<file path="src/rtl/alu_seq_unit_pkg.sv">
// Shared definitions for the multi-cycle ALU: funct codes and FSM state encoding.
// The optional ALU_OVERFLOW_EN build only affects alu_comb_core and alu_seq_unit.
package alu_pkg;

    localparam logic [5:0] ALU_AND  = 6'd36;
    localparam logic [5:0] ALU_OR   = 6'd37;
    localparam logic [5:0] ALU_ADD  = 6'd32;
    localparam logic [5:0] ALU_SUB  = 6'd34;
    localparam logic [5:0] ALU_SRL  = 6'd2;
    localparam logic [5:0] ALU_SLT  = 6'd42;
    localparam logic [5:0] ALU_DIVU = 6'd27;

    typedef enum logic [1:0] {
        IDLE = 2'd0,
        DIV  = 2'd1,
        DONE = 2'd2
    } state_t;

endpackage

</file>
<file path="src/rtl/alu_seq_unit_if.sv">
// Request/response bundle between the register-read stage and the multi-cycle ALU.
interface alu_seq_unit_if #(
    parameter int WIDTH = 32
) ();
    import alu_pkg::*;

    logic             start;
    logic [5:0]       signal;
    logic [WIDTH-1:0] a;
    logic [WIDTH-1:0] b;
    logic             busy;
    logic             done;
    logic [WIDTH-1:0] result;
    logic [WIDTH-1:0] rem;
    logic             zero;
    logic             dz;
    logic             ovf;

    modport master (
        output start, signal, a, b,
        input  busy, done, result, rem, zero, dz, ovf
    );

    modport slave (
        input  start, signal, a, b,
        output busy, done, result, rem, zero, dz, ovf
    );
endinterface

</file>
<file path="src/rtl/alu_seq_unit_comb_core.sv">
// Combinational WIDTH-bit AND/OR/ADD/SUB/SLT/SRL; unknown codes and DIVU yield 0.
// ovf_o exists only when ALU_OVERFLOW_EN is defined.
module alu_comb_core
    import alu_pkg::*;
#(
    parameter int WIDTH = 32
) (
    input  logic [WIDTH-1:0] a_i,
    input  logic [WIDTH-1:0] b_i,
    input  logic [5:0]       funct_i,
`ifdef ALU_OVERFLOW_EN
    output logic             ovf_o,
`endif
    output logic [WIDTH-1:0] result_o
);
    localparam int SHW = $clog2(WIDTH);
    localparam int MSB = WIDTH - 1;

    logic [WIDTH-1:0] and_v, or_v, sum_v, diff_v, srl_v;
    logic             ovf_sub, slt_v;

    generate
        for (genvar gi = 0; gi < WIDTH; gi++) begin : g_bit
            assign and_v[gi] = a_i[gi] & b_i[gi];
            assign or_v[gi]  = a_i[gi] | b_i[gi];
        end
    endgenerate

    assign sum_v  = a_i + b_i;
    assign diff_v = a_i + ~b_i + WIDTH'(1);
    assign srl_v  = a_i >> b_i[SHW-1:0];

    // SLT needs the subtract overflow term regardless of whether ovf is exported
    assign ovf_sub = (a_i[MSB] != b_i[MSB]) && (diff_v[MSB] != a_i[MSB]);
    assign slt_v   = diff_v[MSB] ^ ovf_sub;

    always_comb begin
        result_o = '0;
        case (funct_i)
            ALU_AND: result_o = and_v;
            ALU_OR:  result_o = or_v;
            ALU_ADD: result_o = sum_v;
            ALU_SUB: result_o = diff_v;
            ALU_SRL: result_o = srl_v;
            ALU_SLT: result_o = {{(WIDTH-1){1'b0}}, slt_v};
            default: result_o = '0;
        endcase
    end

`ifdef ALU_OVERFLOW_EN
    logic ovf_add;
    assign ovf_add = (a_i[MSB] == b_i[MSB]) && (sum_v[MSB] != a_i[MSB]);

    always_comb begin
        ovf_o = 1'b0;
        if (funct_i == ALU_ADD)
            ovf_o = ovf_add;
        else if (funct_i == ALU_SUB)
            ovf_o = ovf_sub;
    end
`endif

endmodule

</file>
<file path="src/rtl/alu_seq_unit.sv">
// Multi-cycle ALU: single-cycle ops via alu_comb_core plus a WIDTH-cycle restoring DIVU.
// Define ALU_OVERFLOW_EN to register signed ADD/SUB overflow on ovf; otherwise ovf is 0.
module alu_seq_unit
    import alu_pkg::*;
#(
    parameter int WIDTH = 32
) (
    input  logic          clk,
    input  logic          rst_n,
    alu_seq_unit_if.slave bus
);
    localparam int SHW = $clog2(WIDTH);

    state_t           state_q, state_d;
    logic [WIDTH-1:0] quo_q, quo_d, prem_q, prem_d, dvs_q, dvs_d;
    logic [SHW-1:0]   cnt_q, cnt_d;
    logic [WIDTH-1:0] result_q, result_d, rem_q, rem_d;
    logic             zero_q, zero_d, dz_q, dz_d;
    logic [WIDTH-1:0] core_res;
    logic [WIDTH:0]   trial, trial_diff;
    logic [WIDTH-1:0] step_quo, step_rem;

`ifdef ALU_OVERFLOW_EN
    logic ovf_q, ovf_d, core_ovf;
`endif

    alu_comb_core #(.WIDTH(WIDTH)) u_core (
        .a_i      (bus.a),
        .b_i      (bus.b),
        .funct_i  (bus.signal),
`ifdef ALU_OVERFLOW_EN
        .ovf_o    (core_ovf),
`endif
        .result_o (core_res)
    );

    // Partial remainder keeps its carry-out bit so divisors above 2^(WIDTH-1) stay exact
    assign trial      = {prem_q, quo_q[WIDTH-1]};
    assign trial_diff = trial - {1'b0, dvs_q};
    assign step_quo   = {quo_q[WIDTH-2:0], ~trial_diff[WIDTH]};
    assign step_rem   = trial_diff[WIDTH] ? trial[WIDTH-1:0] : trial_diff[WIDTH-1:0];

    always_comb begin
        state_d  = state_q;
        quo_d    = quo_q;
        prem_d   = prem_q;
        dvs_d    = dvs_q;
        cnt_d    = cnt_q;
        result_d = result_q;
        rem_d    = rem_q;
        zero_d   = zero_q;
        dz_d     = dz_q;
`ifdef ALU_OVERFLOW_EN
        ovf_d    = ovf_q;
`endif
        case (state_q)
            IDLE: begin
                if (bus.start) begin
`ifdef ALU_OVERFLOW_EN
                    ovf_d = core_ovf;
`endif
                    if (bus.signal == ALU_DIVU) begin
                        if (bus.b == '0) begin
                            result_d = '1;
                            rem_d    = bus.a;
                            zero_d   = 1'b0;
                            dz_d     = 1'b1;
                            state_d  = DONE;
                        end else begin
                            quo_d   = bus.a;
                            prem_d  = '0;
                            dvs_d   = bus.b;
                            cnt_d   = SHW'(WIDTH - 1);
                            state_d = DIV;
                        end
                    end else begin
                        result_d = core_res;
                        rem_d    = '0;
                        zero_d   = (core_res == '0);
                        dz_d     = 1'b0;
                        state_d  = DONE;
                    end
                end
            end
            DIV: begin
                quo_d  = step_quo;
                prem_d = step_rem;
                cnt_d  = cnt_q - SHW'(1);
                if (cnt_q == '0) begin
                    result_d = step_quo;
                    rem_d    = step_rem;
                    zero_d   = (step_quo == '0);
                    dz_d     = 1'b0;
                    state_d  = DONE;
                end
            end
            DONE:    state_d = IDLE;
            default: state_d = IDLE;
        endcase
    end

    always_ff @(posedge clk or negedge rst_n) begin
        if (!rst_n) begin
            state_q  <= IDLE;
            quo_q    <= '0;
            prem_q   <= '0;
            dvs_q    <= '0;
            cnt_q    <= '0;
            result_q <= '0;
            rem_q    <= '0;
            zero_q   <= 1'b0;
            dz_q     <= 1'b0;
`ifdef ALU_OVERFLOW_EN
            ovf_q    <= 1'b0;
`endif
        end else begin
            state_q  <= state_d;
            quo_q    <= quo_d;
            prem_q   <= prem_d;
            dvs_q    <= dvs_d;
            cnt_q    <= cnt_d;
            result_q <= result_d;
            rem_q    <= rem_d;
            zero_q   <= zero_d;
            dz_q     <= dz_d;
`ifdef ALU_OVERFLOW_EN
            ovf_q    <= ovf_d;
`endif
        end
    end

    assign bus.busy   = (state_q != IDLE);
    assign bus.done   = (state_q == DONE);
    assign bus.result = result_q;
    assign bus.rem    = rem_q;
    assign bus.zero   = zero_q;
    assign bus.dz     = dz_q;
`ifdef ALU_OVERFLOW_EN
    assign bus.ovf    = ovf_q;
`else
    assign bus.ovf    = 1'b0;
`endif

endmodule

</file>
<file path="src/flat_wrapper.sv">
// flat-port wrapper written by rule: the top's interface ports become plain ports
module alu_seq_unit_flat import alu_pkg::*;
#(
    parameter int WIDTH = 32
)
  (clk, rst_n, bus_start, bus_signal, bus_a, bus_b, bus_busy, bus_done, bus_result, bus_rem, bus_zero, bus_dz, bus_ovf);
  alu_seq_unit_if #(.WIDTH(WIDTH)) bus_i ();
  input  logic clk;
  input  logic rst_n;
  input wire logic [$bits(bus_i.start)-1:0] bus_start;
  input wire logic [$bits(bus_i.signal)-1:0] bus_signal;
  input wire logic [$bits(bus_i.a)-1:0] bus_a;
  input wire logic [$bits(bus_i.b)-1:0] bus_b;
  output wire logic [$bits(bus_i.busy)-1:0] bus_busy;
  output wire logic [$bits(bus_i.done)-1:0] bus_done;
  output wire logic [$bits(bus_i.result)-1:0] bus_result;
  output wire logic [$bits(bus_i.rem)-1:0] bus_rem;
  output wire logic [$bits(bus_i.zero)-1:0] bus_zero;
  output wire logic [$bits(bus_i.dz)-1:0] bus_dz;
  output wire logic [$bits(bus_i.ovf)-1:0] bus_ovf;
  assign bus_i.start = bus_start;
  assign bus_i.signal = bus_signal;
  assign bus_i.a = bus_a;
  assign bus_i.b = bus_b;
  assign bus_busy = bus_i.busy;
  assign bus_done = bus_i.done;
  assign bus_result = bus_i.result;
  assign bus_rem = bus_i.rem;
  assign bus_zero = bus_i.zero;
  assign bus_dz = bus_i.dz;
  assign bus_ovf = bus_i.ovf;
  alu_seq_unit #(.WIDTH(WIDTH)) u_core (.clk(clk), .rst_n(rst_n), .bus(bus_i));
endmodule
</file>
<file path="config.mk">
export PLATFORM = sky130hd
export DESIGN_NAME = alu_seq_unit_flat
export DESIGN_NICKNAME = d
export VERILOG_FILES = /design/src/rtl/alu_seq_unit_pkg.sv /design/src/rtl/alu_seq_unit_if.sv /design/src/rtl/alu_seq_unit_comb_core.sv /design/src/rtl/alu_seq_unit.sv /design/src/flat_wrapper.sv
export SDC_FILE = /design/constraint.sdc
export NUM_CORES = 1
export LEC_CHECK = 0
export CORE_MARGIN = 8
export CORE_UTILIZATION = 28
export CTS_CLUSTER_SIZE = 10
export DETAILED_ROUTE_END_ITERATION = 16
export GPL_TIMING_DRIVEN = 0
export PLACE_DENSITY = 0.47
export SLEW_MARGIN = 20
export SYNTH_ARGS = -nofsm -noshare
export SYNTH_HDL_FRONTEND = slang
export SYNTH_SLANG_ARGS = --single-unit
</file>
<file path="constraint.sdc">
create_clock -name clk -period 6.6 [get_ports clk]
set_clock_uncertainty 0.2 [all_clocks]
set_input_delay 0.66 -clock clk [delete_from_list [all_inputs] [get_ports clk]]
set_output_delay 0.66 -clock clk [all_outputs]
set_load 0.02 [all_outputs]
</file>
* Word-level counts from Yosys, hierarchy flattened
Cells that the tools add are included.
** Operators by class
- $add $sub $neg :: 5
- Multiply operators :: 0
- Divide/modulo/power cells :: 0
- $lt $le $gt $ge :: 0
- Equality and inequality tests :: 16
- Shift-type cells :: 1
- Muxes and demuxes :: 39
- Bitwise operators :: 68
- Reduce and logical (&&, ||, !) cells :: 12
** Operators with widths (count)
- 32-bit two-way mux :: 15
- 32-bit case mux with 2 select lines :: 4
- 32-bit case mux with 6 select lines :: 1
- 32-bit logical NOT :: 3
- 32-bit adder :: 2
- 33-bit by 32-bit subtractor with 33-bit output :: 1
- 32-bit by 1-bit adder with 32-bit output (second input constant) :: 1
- 1-bit AND :: 32
- 32-bit inverter :: 1
- 1-bit OR :: 32
- 32-bit by 5-bit right shift with 32-bit output :: 1
- 6-bit == test (second input constant) :: 5
- 5-bit two-way mux :: 3
- 4-bit AND reduction :: 3
- 5-bit case mux with 2 select lines :: 1
- 1-bit two-way mux :: 8
- 2-bit two-way mux :: 4
- 2-bit != test (second input constant) :: 4
- 6-bit by 2-bit == test with 1-bit output (second input constant) :: 1
- 6-bit by 5-bit == test with 1-bit output (second input constant) :: 1
- 5-bit logical NOT :: 1
- 5-bit by 1-bit subtractor with 5-bit output (second input constant) :: 1
- 1-bit case mux with 2 select lines :: 2
- 2-bit case mux with 2 select lines :: 1
- other kinds (10) :: 13
** Word-level totals
- Register bits :: 169
- Latch bits :: 0
- Bits in writable memories :: 0
- ROM bits :: 0
- Output and inout port bits :: 69
- Logic and storage cells :: 150
- Memories :: 0

* Depth between registers and ports, before layout
Gate-level depths: netlist of run 1.
- Depth in word-level cells :: 11
- Depth in mapped cells :: 29
- Mapped depth without buffers :: 26

* Cells and area by module
Synthesis of run 1 repeated with hierarchy kept, for this count alone.
** Unflattened totals
- Cell total of the unflattened synthesis :: 1988
- Area, all modules :: 15931.5 µm²
** By module, submodules not included
- alu_seq_unit :: instances 1, cells each 1055, area each 9566.7 µm², sequential area each 4229.1 µm²
- alu_comb_core :: instances 1, cells each 933, area each 6364.9 µm², sequential area each 0.0 µm²

* Worst setup path before layout of run 1
OpenSTA, ideal clock, no wires.
- Path type :: input -> register
- From :: in bus_b[3]
- To :: reg u_core.zero_q, in the netlist u_core.bus.zero
- Setup time :: 0.077 ns
- Data arrival time :: 5.720 ns
- Required time :: 6.323 ns
- Path slack :: 0.603 ns
- Cell stages on the path :: 29
- Path buffers :: 3
- Cells stage by stage :: clkbuf_1 > clkinv_1 > clkbuf_1 > clkbuf_1 > ha_1 > inv_1 > o311a_1 > o311ai_0 > nand3_1 > a211o_1 > a31oi_1 > o21bai_1 > o21bai_1 > a21oi_1 > o21ai_0 > a21oi_1 > fa_1 > nand3_1 > a21oi_1 > a21oi_1 > o21ai_0 > a2111oi_1 > nand2_1 > or4b_1 > nor4_1 > nand4_1 > nor4b_1 > nand4_1 > o21ai_1
** On the way
- Longest elaborated chain between the ends :: 11
** RTL lines
- start: declaration :: RTL line flat_wrapper.sv:13 : input wire logic [$bits(bus_i.b)-1:0] bus_b;
- 32-bit inverter :: RTL line alu_seq_unit_comb_core.sv:30 : assign diff_v = a_i + ~b_i + WIDTH'(1);
- 32-bit adder :: RTL line alu_seq_unit_comb_core.sv:30
- 32-bit by 1-bit adder with 32-bit output :: RTL line alu_seq_unit_comb_core.sv:30
- 1-bit != test :: RTL line alu_seq_unit_comb_core.sv:34 : assign ovf_sub = (a_i[MSB] != b_i[MSB]) && (diff_v[MSB] != a_i[MSB]);
- 1-bit logical AND :: RTL line alu_seq_unit_comb_core.sv:34
- 1-bit bitwise XOR :: RTL line alu_seq_unit_comb_core.sv:35 : assign slt_v = diff_v[MSB] ^ ovf_sub;
- 32-bit case mux with 6 select lines :: RTL line alu_seq_unit_comb_core.sv:39 : case (funct_i)
- 32-bit logical NOT :: RTL line alu_seq_unit.sv:79 : zero_d = (core_res == '0);
- 1-bit two-way mux :: RTL line alu_seq_unit.sv:62 : if (bus.signal == ALU_DIVU) begin
- 1-bit two-way mux :: RTL line alu_seq_unit.sv:58 : if (bus.start) begin
- 1-bit case mux with 2 select lines :: RTL line alu_seq_unit.sv:56 : case (state_q)
- end signal: assignment :: RTL line alu_seq_unit.sv:124 : zero_q <= zero_d;
- end: declaration :: RTL line alu_seq_unit.sv:18 : logic zero_q, zero_d, dz_q, dz_d;
Several ways; a longest one is shown, not always the timed one. The select of a mux whose other input is x is not followed.
A chain may end at the register's enable or synchronous reset.

* Worst setup path after layout of run 1
- From :: in bus_a[10]
- To :: reg u_core.zero_q, in the netlist u_core.bus.zero
** On the way
- Longest elaborated chain between the ends :: 10
** RTL lines
- start: declaration :: RTL line flat_wrapper.sv:12 : input wire logic [$bits(bus_i.a)-1:0] bus_a;
- 32-bit adder :: RTL line alu_seq_unit_comb_core.sv:30
- 32-bit by 1-bit adder with 32-bit output :: RTL line alu_seq_unit_comb_core.sv:30
- 1-bit != test :: RTL line alu_seq_unit_comb_core.sv:34
- 1-bit logical AND :: RTL line alu_seq_unit_comb_core.sv:34
- 1-bit bitwise XOR :: RTL line alu_seq_unit_comb_core.sv:35
- 32-bit case mux with 6 select lines (*) :: RTL line alu_seq_unit_comb_core.sv:39
- 32-bit logical NOT (*) :: RTL line alu_seq_unit.sv:79
- 1-bit two-way mux (*) :: RTL line alu_seq_unit.sv:62
- 1-bit two-way mux (*) :: RTL line alu_seq_unit.sv:58
- 1-bit case mux with 2 select lines (*) :: RTL line alu_seq_unit.sv:56
Mark *: on every way between the ends. The rest lies on a longest branch, timed or not. The select of a mux whose other input is x is not followed.

==> results of run 1 <==
## critical path, cell delays in order
cell and delay (ns):
buf_2 0.34, inv_1 0.09, ha_1 0.36, or4_4 0.57
nor3_2 0.21, o311ai_2 0.18, nand3_2 0.15, a211o_1 0.22
a31oi_1 0.13, o21bai_4 0.21, o21bai_1 0.13, a21oi_1 0.10
o21ai_2 0.20, a21oi_2 0.10, fa_2 0.47, nand3_1 0.10
a21oi_1 0.07, a21oi_1 0.16, o21ai_2 0.11, a2111oi_4 0.32
nand2_1 0.15, or4b_4 0.55, nor4_4 0.27, nand4_1 0.18
nor4b_2 0.33, nand4_1 0.13, o21ai_1 0.13
## routing by layer
metal  vias up  routed length (um)  track usage, %
met1      8310               33810           30.83
li1       7544                   -               -
met2       737               38260           41.19
met4         0                2942           8.939
met5         -                   0               0
met3       145                4501           3.098
## area by class of cell
| class | count | area, um^2 |
|---|---|---|
| clock buffers | 18 | 429.2 |
| well taps | 756 | 945.9 |
| inverters | 140 | 540.5 |
| flip-flops and latches | 169 | 4229 |
| repair buffers | 148 | 1454 |
| fillers | 6042 | 37110 |
| diodes | 1 | 2.502 |
| clock inverters | 14 | 137.6 |
| plain buffers | 114 | 573.1 |
| multi-input cells | 1555 | 10750 |
## power by group
group          switching, mW  internal (mW)  total, mW
combinational           1.67           1.15       2.82
sequential             0.200           1.26       1.46
clock                  0.484          0.531       1.02
## cells in the mapped netlist, drive strengths merged (7+ instances only)
cell type	instances
mux4	33
o21bai	16
a211oi	43
or3	10
or2	7
xnor2	45
dfrtp	169
o31ai	14
o22ai	21
nor2b	13
a221oi	11
nand4	19
a21oi	164
nand2	262
buf	31
ha	137
nand3	29
and3	19
o221ai	15
nand2b	14
mux2i	46
nor2	132
o211ai	17
clkbuf	89
xor2	15
nor4	25
nor4b	10
a31oi	50
nor3	27
a21o	43
o21a	33
o21ai	188
inv	137
## worst max-delay path by stage
| stage | startpoint | end | slack [ns] | cells past startpoint |
|---|---|---|---|---|
| 2_1_floorplan | bus_b[3] | u_core.bus.zero | 0.60 | 29 |
| 3_3_place_gp | bus_b[3] | u_core.bus.zero | -3.12 | 30 |
| 3_5_place_dp | bus_b[3] | u_core.bus.zero | -3.10 | 30 |
| 4_1_cts | bus_a[15] | u_core.bus.zero | 0.0003 | 27 |
| 5_1_grt | bus_b[11] | u_core.bus.zero | 0.002 | 25 |
| 6_report | bus_a[10] | u_core.bus.zero | 0.15 | 27 |
## state kept, by name, summed over array words and instances, names as in the netlist
name / cells
u_core.bus.zero: 1
u_core.state_q: 2
u_core.quo_q: 32
u_core.bus.rem: 32
u_core.bus.result: 32
u_core.dvs_q: 32
u_core.prem_q: 32
u_core.bus.dz: 1
u_core.cnt_q: 5
## layout by cell type (no fill, tap or decap), types with 17 or more instances in the layout
| cell | n |
|---|---|
| o22ai_1 | 21 |
| clkbuf_16 | 19 |
| o21ai_0 | 184 |
| and3_1 | 19 |
| o211ai_1 | 17 |
| dfrtp_1 | 169 |
| a211oi_1 | 41 |
| a21oi_1 | 163 |
| nor2_1 | 132 |
| xnor2_1 | 45 |
| nand3_1 | 28 |
| mux2i_1 | 46 |
| nor4_1 | 22 |
| inv_1 | 125 |
| nand2_1 | 262 |
| a31oi_1 | 50 |
| clkbuf_1 | 80 |
| a21o_1 | 43 |
| ha_1 | 134 |
| o21a_1 | 33 |
| nor3_1 | 23 |
| clkdlybuf4s50_1 | 111 |
| nand4_1 | 19 |
| mux4_2 | 33 |
## kinds of logic (layout without fill, tap and decap cells)
| family | Yosys count | count (layout) | share of synthesized area [%] |
|---|---|---|---|
| and+or+nand+nor | 588 | 588 | 16.92 |
| xor gates and xnor gates | 60 | 60 | 3.430 |
| other | 1 | 2 | 0.02363 |
| adders and majority gates | 141 | 141 | 11.31 |
| buffers and inverters | 260 | 434 | 6.615 |
| DFF | 169 | 169 | 26.65 |
| muxes | 81 | 81 | 7.726 |
| AOI/OAI and AO/OA | 684 | 684 | 27.33 |
## through the flow
stage               cell area (um^2)  hold slack [ns]
floorplan                      15870           0.1644
global placement               18210           0.2657
detailed placement             18270           0.2717
CTS                            19080          0.06185
global route                   19060           0.1008
finish                         19060         -0.02123
## what timing repair did
action | CTS | global route
setup buffers | 7 | 0
gates resized for setup | 98 | 26
pin swaps | 10 | 4
setup endpoints to repair | 4 | 1
==> summary.txt, run 1 <==
Floorplan
  • Die Area: approximately 65000 um^2
  • Initial Util: ~28%
  • Die span in x: about 250 um
  • Core area: 56170 um^2
  • IO Pins: ~140
  • Cell row count: 87
  • Vert. Die Dim: ~250 um

Placed design
  • Dpl ws: -3.102 ns
  • IO buf count: approximately 140
  • Placed cells: roughly 2.9k
  • Post-DP HPWL: ~64000 um
  • Routability Congestion: 0.9551

Synth
  • Mapped Cells: between 1.5k and 2k
  • Register area share after synthesis: a little over a quarter
  • Post-Synthesis Net Count: 2198
  • Post-synth top area share: 26.65%
  • Yosys cell types: between 80 and 90
  • Syn_area_per_cell: between 7 and 8 um^2
  • Number of synthesized register bits: roughly 170
  • Area contributors post-synth: dfrtp_1, ha_1, nand2_1
  • Synth Flop Type: dfrtp_1
  • Mapped Area: about 16000 um^2
  • Number of synthesized flops with an enable pin: 0
  • Largest area contributor in the netlist: dfrtp_1
  • Count of warnings emitted by yosys: 0
  • Async set-or-reset flop fraction in the synthesized netlist: 100.0%

Routing
  • Post-DRT Antenna Nets: 0
  • Drt drc: 0
  • Via count: 16.74k
  • Post-Route WL: ~80000 um
  • Initial drt markers: ~1.7k
  • First-pass detailed-route iteration total: 5
  • Avg Vias per Cell: 5.741
  • Avg WL per Cell: between 20 and 30 um

Worst hold path
  • Hold Crit Class: input port to async pin

Timing
  • Final setup margin: between 0.15 and 0.2 ns
  • Slew Limit Fails: 0
  • Hold Slack: -0.02123 ns
  • Final setup TNS: 0 ns
  • Period utilisation layout: a little over nine tenths
  • Max Freq: 155.1 MHz
  • Final hold violation count: 4
  • Rel. slew slack: about 29%
  • Setup violations, final: 0
  • Post-layout min period: ~6.4 ns
  • RSZ-0062 raised after global routing: false
  • Slew @ Worst Pin: about 1.1 ns

Clock tree
  • Longest Clk Path Bufs: 2
  • CTS tree: yes
  • Clock root buffer: clkbuf_16
  • Cts hold-fix bufs: 0
  • H-Tree Depth: 4
  • Num CTS Buffers: 17
  • Worst-Skew Late Latency: 0.45 ns
  • Worst-path clk slew: 0.07 ns
  • Clock sink count: roughly 170

Setup path
  • Max Fanout on Critical Path: 12
  • CP startpoint kind: input port
  • CP Data Required Time: between 6 and 7 ns
  • R2R Path End: u_core.bus.rem[0]
  • Worst Setup Path Type: input port to flip-flop
  • Worst R2R Start: u_core.quo_q[31]
  • Reg2Reg Depth: 17
  • FF-to-FF setup slack: roughly 1.3 ns
  • Worst path arrival time: around 6.6 ns
  • Worst setup EP type: flip-flop

Finish
  • Share of layout cells above drive strength 1: between 8 and 9%
  • # nets final: ~2.4k
  • Area grow syn2layout: 20.11%
  • Post-layout util: between 30% and 40%
  • Final Non-Filler Cells: 2915

Global route
  • Largest net degree at the start of global routing: approximately 90
  • Initial antenna violation count: 5
  • First-pass GRT wire length: roughly 120000 um
  • Overflow after GRT: 0
  • GRT Util Overall: 24.11%
  • Vias in the first global route: around 17k

Pwr
  • Power Dens Cells: 277.6 nW/um^2
  • Maximum vdd drop: approximately 200 uV
  • Power, Total: 5.293 mW
  • Leak pwr: roughly 8 nW

Run
  • Maxcap violations: 0

Outcome
  • Run status: complete, but fails checks
  • Failing checks: hold timing
(Power assumes the default switching activity.)
==> run 2, diff against run 1 <==
--- a/config.mk
+++ b/config.mk
@@ -6,7 +6,8 @@
 export NUM_CORES = 1
 export LEC_CHECK = 0
+export ABC_AREA = 0
 export CORE_MARGIN = 8
 export CORE_UTILIZATION = 28
-export CTS_CLUSTER_SIZE = 10
+export CTS_CLUSTER_SIZE = 20
 export DETAILED_ROUTE_END_ITERATION = 16
 export GPL_TIMING_DRIVEN = 0
==> constraint.sdc (replaced) <==
create_clock -name clk -period 6.6 [get_ports clk]
set_clock_uncertainty 0.2 [all_clocks]
set_input_delay 0.66 -clock clk [delete_from_list [all_inputs] [get_ports clk]]
set_output_delay 0.66 -clock clk [all_outputs]
set_load 0.005 [all_outputs]
==> results of run 2 <==
Same layout as run 1 (identical final DEF). Status: complete, but fails checks: hold timing.
Main changes from that run: total power 5.293 mW -> 5.243 mW; worst IR drop on VDD 195.8 uV -> 195.7 uV
==> run 3, diff against run 2 <==
Settings changed: PLACE_DENSITY 0.47 to 0.48, RECOVER_POWER set to 50.
Clock period 6.6 ns to 5.2 ns, I/O delays scaled along.
==> run 3 against run 2 <==
- the flow finishes with violations (capacitance limit, slew limit, setup timing)
- first-iteration DRC count is 11% higher
- worst setup slack worse by 0.61 ns
- cell area is 2.5% higher
- via count is 0.75% higher
- non-clock buffer count is 7 higher
- routed wire length is 1.8% lower
- global-route usage is 0.51 points lower
- flip-flop and latch count stayed put
- register-to-register slack worse by 1.1 ns
- critical path depth stayed put
- combinational power is 32% higher
- critical path type unchanged
- largest cell class unchanged
- largest power group unchanged
==> summary.txt, run 3 (synthesis results as in run 1) <==
Outcome
  • Run status: complete, but fails checks
  • Failing checks: capacitance limit, slew limit, setup timing

Finish
  • Antenna Cells: 0
  • Share of layout cells above drive strength 1: a little under an eighth
  • Commonest non-fill, non-tap cell in the layout: nand2_1
  • Most frequent cells in the layout: nand2_1, o21ai_0, dfrtp_1
  • Final Non-Filler Cells: between 2k and 3k
  • Area grow syn2layout: 23.16%
  • # nets final: about 2.4k
  • Filler Cell Count: approximately 6.0k

Routing
  • Post-Route WL: about 80000 um
  • Via count: 16.86k
  • Avg WL per Cell: around 27 um
  • First-pass detailed-route iteration total: 6
  • Post-DRT Antenna Nets: 0
  • Avg Vias per Cell: roughly 5.8
  • Drt drc: 0
  • Initial drt markers: ~1.8k

Timing
  • Setup violations, final: 1
  • Final setup margin: -0.4568 ns
  • Hold Slack: about 0.19 ns
  • Max Freq: roughly 180 MHz
  • Slew Limit Fails: ~170
  • Slew @ Worst Pin: between 2 and 2.5 ns
  • RSZ-0062 raised after global routing: true
  • Post-layout min period: 5.657 ns
  • Period utilisation layout: 108.8%
  • Final hold violation count: 0
  • Rel. slew slack: -39.63%

Placed design
  • IO buf count: about 140
  • Dpl ws: -3.015 ns
  • Placed cells: around 2.9k
  • Post-DP HPWL: roughly 63000 um
  • Routability Congestion: around 0.98

Setup path
  • Worst path buffer plus inverter count: 2
  • R2R Path End: u_core.bus.rem[0]
  • Worst Setup Path Type: input port to flip-flop
  • CP max stage cell: or4_4
  • Reg2Reg Depth: 17
  • Worst setup EP type: flip-flop
  • Crit path largest cell delay: 0.57 ns
  • Cell mode on critical path: a21oi_2
  • FF-to-FF setup slack: roughly 0.19 ns
  • Critical path's top delay family: simple AND/OR/NAND/NOR gates
  • CP startpoint kind: input port
  • CP Data Required Time: 5.39 ns
  • Worst path arrival time: ~5.8 ns
  • Max Fanout on Critical Path: 3
  • Worst R2R Start: u_core.quo_q[31]

Pwr
  • Leak pwr: between 8 and 9 nW
  • Comb power frac: between 50 and 60%
  • Flop pwr share: a little over a quarter
  • Psw: slightly below 3 mW
  • Int Pwr: ~3.8 mW
  • Net Sw Frac: between 40% and 50%
  • Maximum vdd drop: about 220 uV
  • Clock network fraction of design power: about a fifth
  • Power Dens Cells: 346.6 nW/um^2
  • Power, Total: ~6.8 mW

Global route
  • Initial antenna violation count: 3
  • First-pass GRT wire length: about 110000 um
  • Vias in the first global route: roughly 17k
  • Overflow after GRT: 0
  • GRT Util Overall: a little under a quarter
  • Largest net degree at the start of global routing: 90

Worst hold path
  • Hold Crit Class: input port to flip-flop
  • Hold EP: u_core.quo_q[10]
  • Hold Path Cell Cnt: 3
  • Hold_sp: bus_a[10]

Clock tree
  • CTS tree: yes
  • Longest Clk Path Bufs: 2
  • H-Tree Depth: 4
  • Worst-Skew Late Latency: 0.46 ns
  • Clock sink count: 169
  • Num CTS Buffers: 17
  • Clock root buffer: clkbuf_16
  • Worst-path clk slew: 0.08 ns

Floorplan
  • Cell row count: between 80 and 90
  • Vert. Die Dim: about 250 um
  • Die Area: 64550 um^2
  • Die span in x: between 200 and 300 um
  • Core area: ~56000 um^2
  • Initial Util: between 20% and 30%
  • IO Pins: 142

Run
  • Maxcap violations: 2
## run 3: cell types whose count changed in the layout (fill, tap and decap cells not counted), sizes merged, moves of 2 or more
cell,change
clkdlybuf4s50,-52
dlygate4sd3,+34
buf,+24
clkdlybuf4s15,+4
clkinv,+2
## run 3: power groups by stage
stage / combinational (mW) / clock, mW / sequential [mW]
after floorplan: 2.41 / 0 / 1.79
after global placement: 3.42 / 0 / 1.87
after detailed placement: 3.46 / 0 / 1.87
after CTS: 3.59 / 1.28 / 1.85
after global routing: 3.99 / 1.34 / 1.89
final: 3.66 / 1.26 / 1.85
## run 3: worst max path at each step
| stage | startpoint | endpoint | slack, ns | cells after the start |
|---|---|---|---|---|
| global route | bus_b[8] | u_core.bus.zero | -0.62 | 27 |
| finish | bus_b[8] | u_core.bus.zero | -0.46 | 27 |
| global placement | rst_n | u_core.bus.result[26] | -3.98 | 1 |
| CTS | bus_a[8] | u_core.bus.zero | -0.50 | 27 |
| floorplan | bus_b[7] | u_core.bus.zero | 0.008 | 27 |
| detailed placement | bus_a[10] | u_core.bus.zero | -3.02 | 27 |
## run 3: repair_timing
| item | CTS | global route |
|---|---|---|
| hold buffers | 1 | 0 |
| gates cloned | 1 | 0 |
| pin swaps | 25 | 12 |
| hold endpoints to repair | 80 | 0 |
| resized for setup | 262 | 41 |
| endpoints found under the setup margin | 26 | 33 |
| setup buffers | 21 | 2 |
## run 3: routing by layer
| layer | vias up | GRT usage (%) | wire (um) |
|---|---|---|---|
| met1 | 8460 | 30.63 | 33460 |
| met4 | 0 | 9.381 | 2929 |
| met3 | 131 | 2.924 | 4664 |
| met2 | 718 | 39.55 | 37040 |
| li1 | 7552 | - | - |
| met5 | - | 0 | 0 |
## run 3: worst reg2reg max path, cell delays in order, from the launching register on
cell and delay [ns]:
dfrtp_1 0.39, inv_1 0.17, ha_1 0.22, inv_1 0.06, fa_1 0.43, a211oi_2 0.27
nor4_1 0.10, or4b_4 0.59, a21o_4 0.25, a31o_2 0.28, a221o_1 0.37, a211oi_2 0.29
o31ai_2 0.14, xor2_4 0.21, buf_4 0.19, buf_6 0.17, a221oi_2 0.42, a21oi_1 0.12
## run 3: final cells by class
type / count / area, um^2 / area share (%)
multi-input combinational: 1555 / 11060 / 56.61
clock buffer: 20 / 456.7 / 2.337
clock inverter: 12 / 103.9 / 0.5313
timing repair inverter: 1 / 16.27 / 0.08322
buffer: 104 / 513.0 / 2.625
inverter: 140 / 625.6 / 3.201
timing repair buffer: 165 / 1590 / 8.137
sequential: 169 / 4229 / 21.64
tap: 756 / 945.9 / 4.840
## run 3: per-stage QoR
step / util, % / cell area, um^2 / TNS (ns)
3_5_place_dp: 32.64 / 18330 / -10.81
2_1_floorplan: - / 15940 / 0
5_1_grt: 34.80 / 19550 / -0.6792
6_report: 34.80 / 19550 / -0.4568
4_1_cts: 34.74 / 19520 / -0.5036
3_3_place_gp: 32.54 / 18280 / -686.02
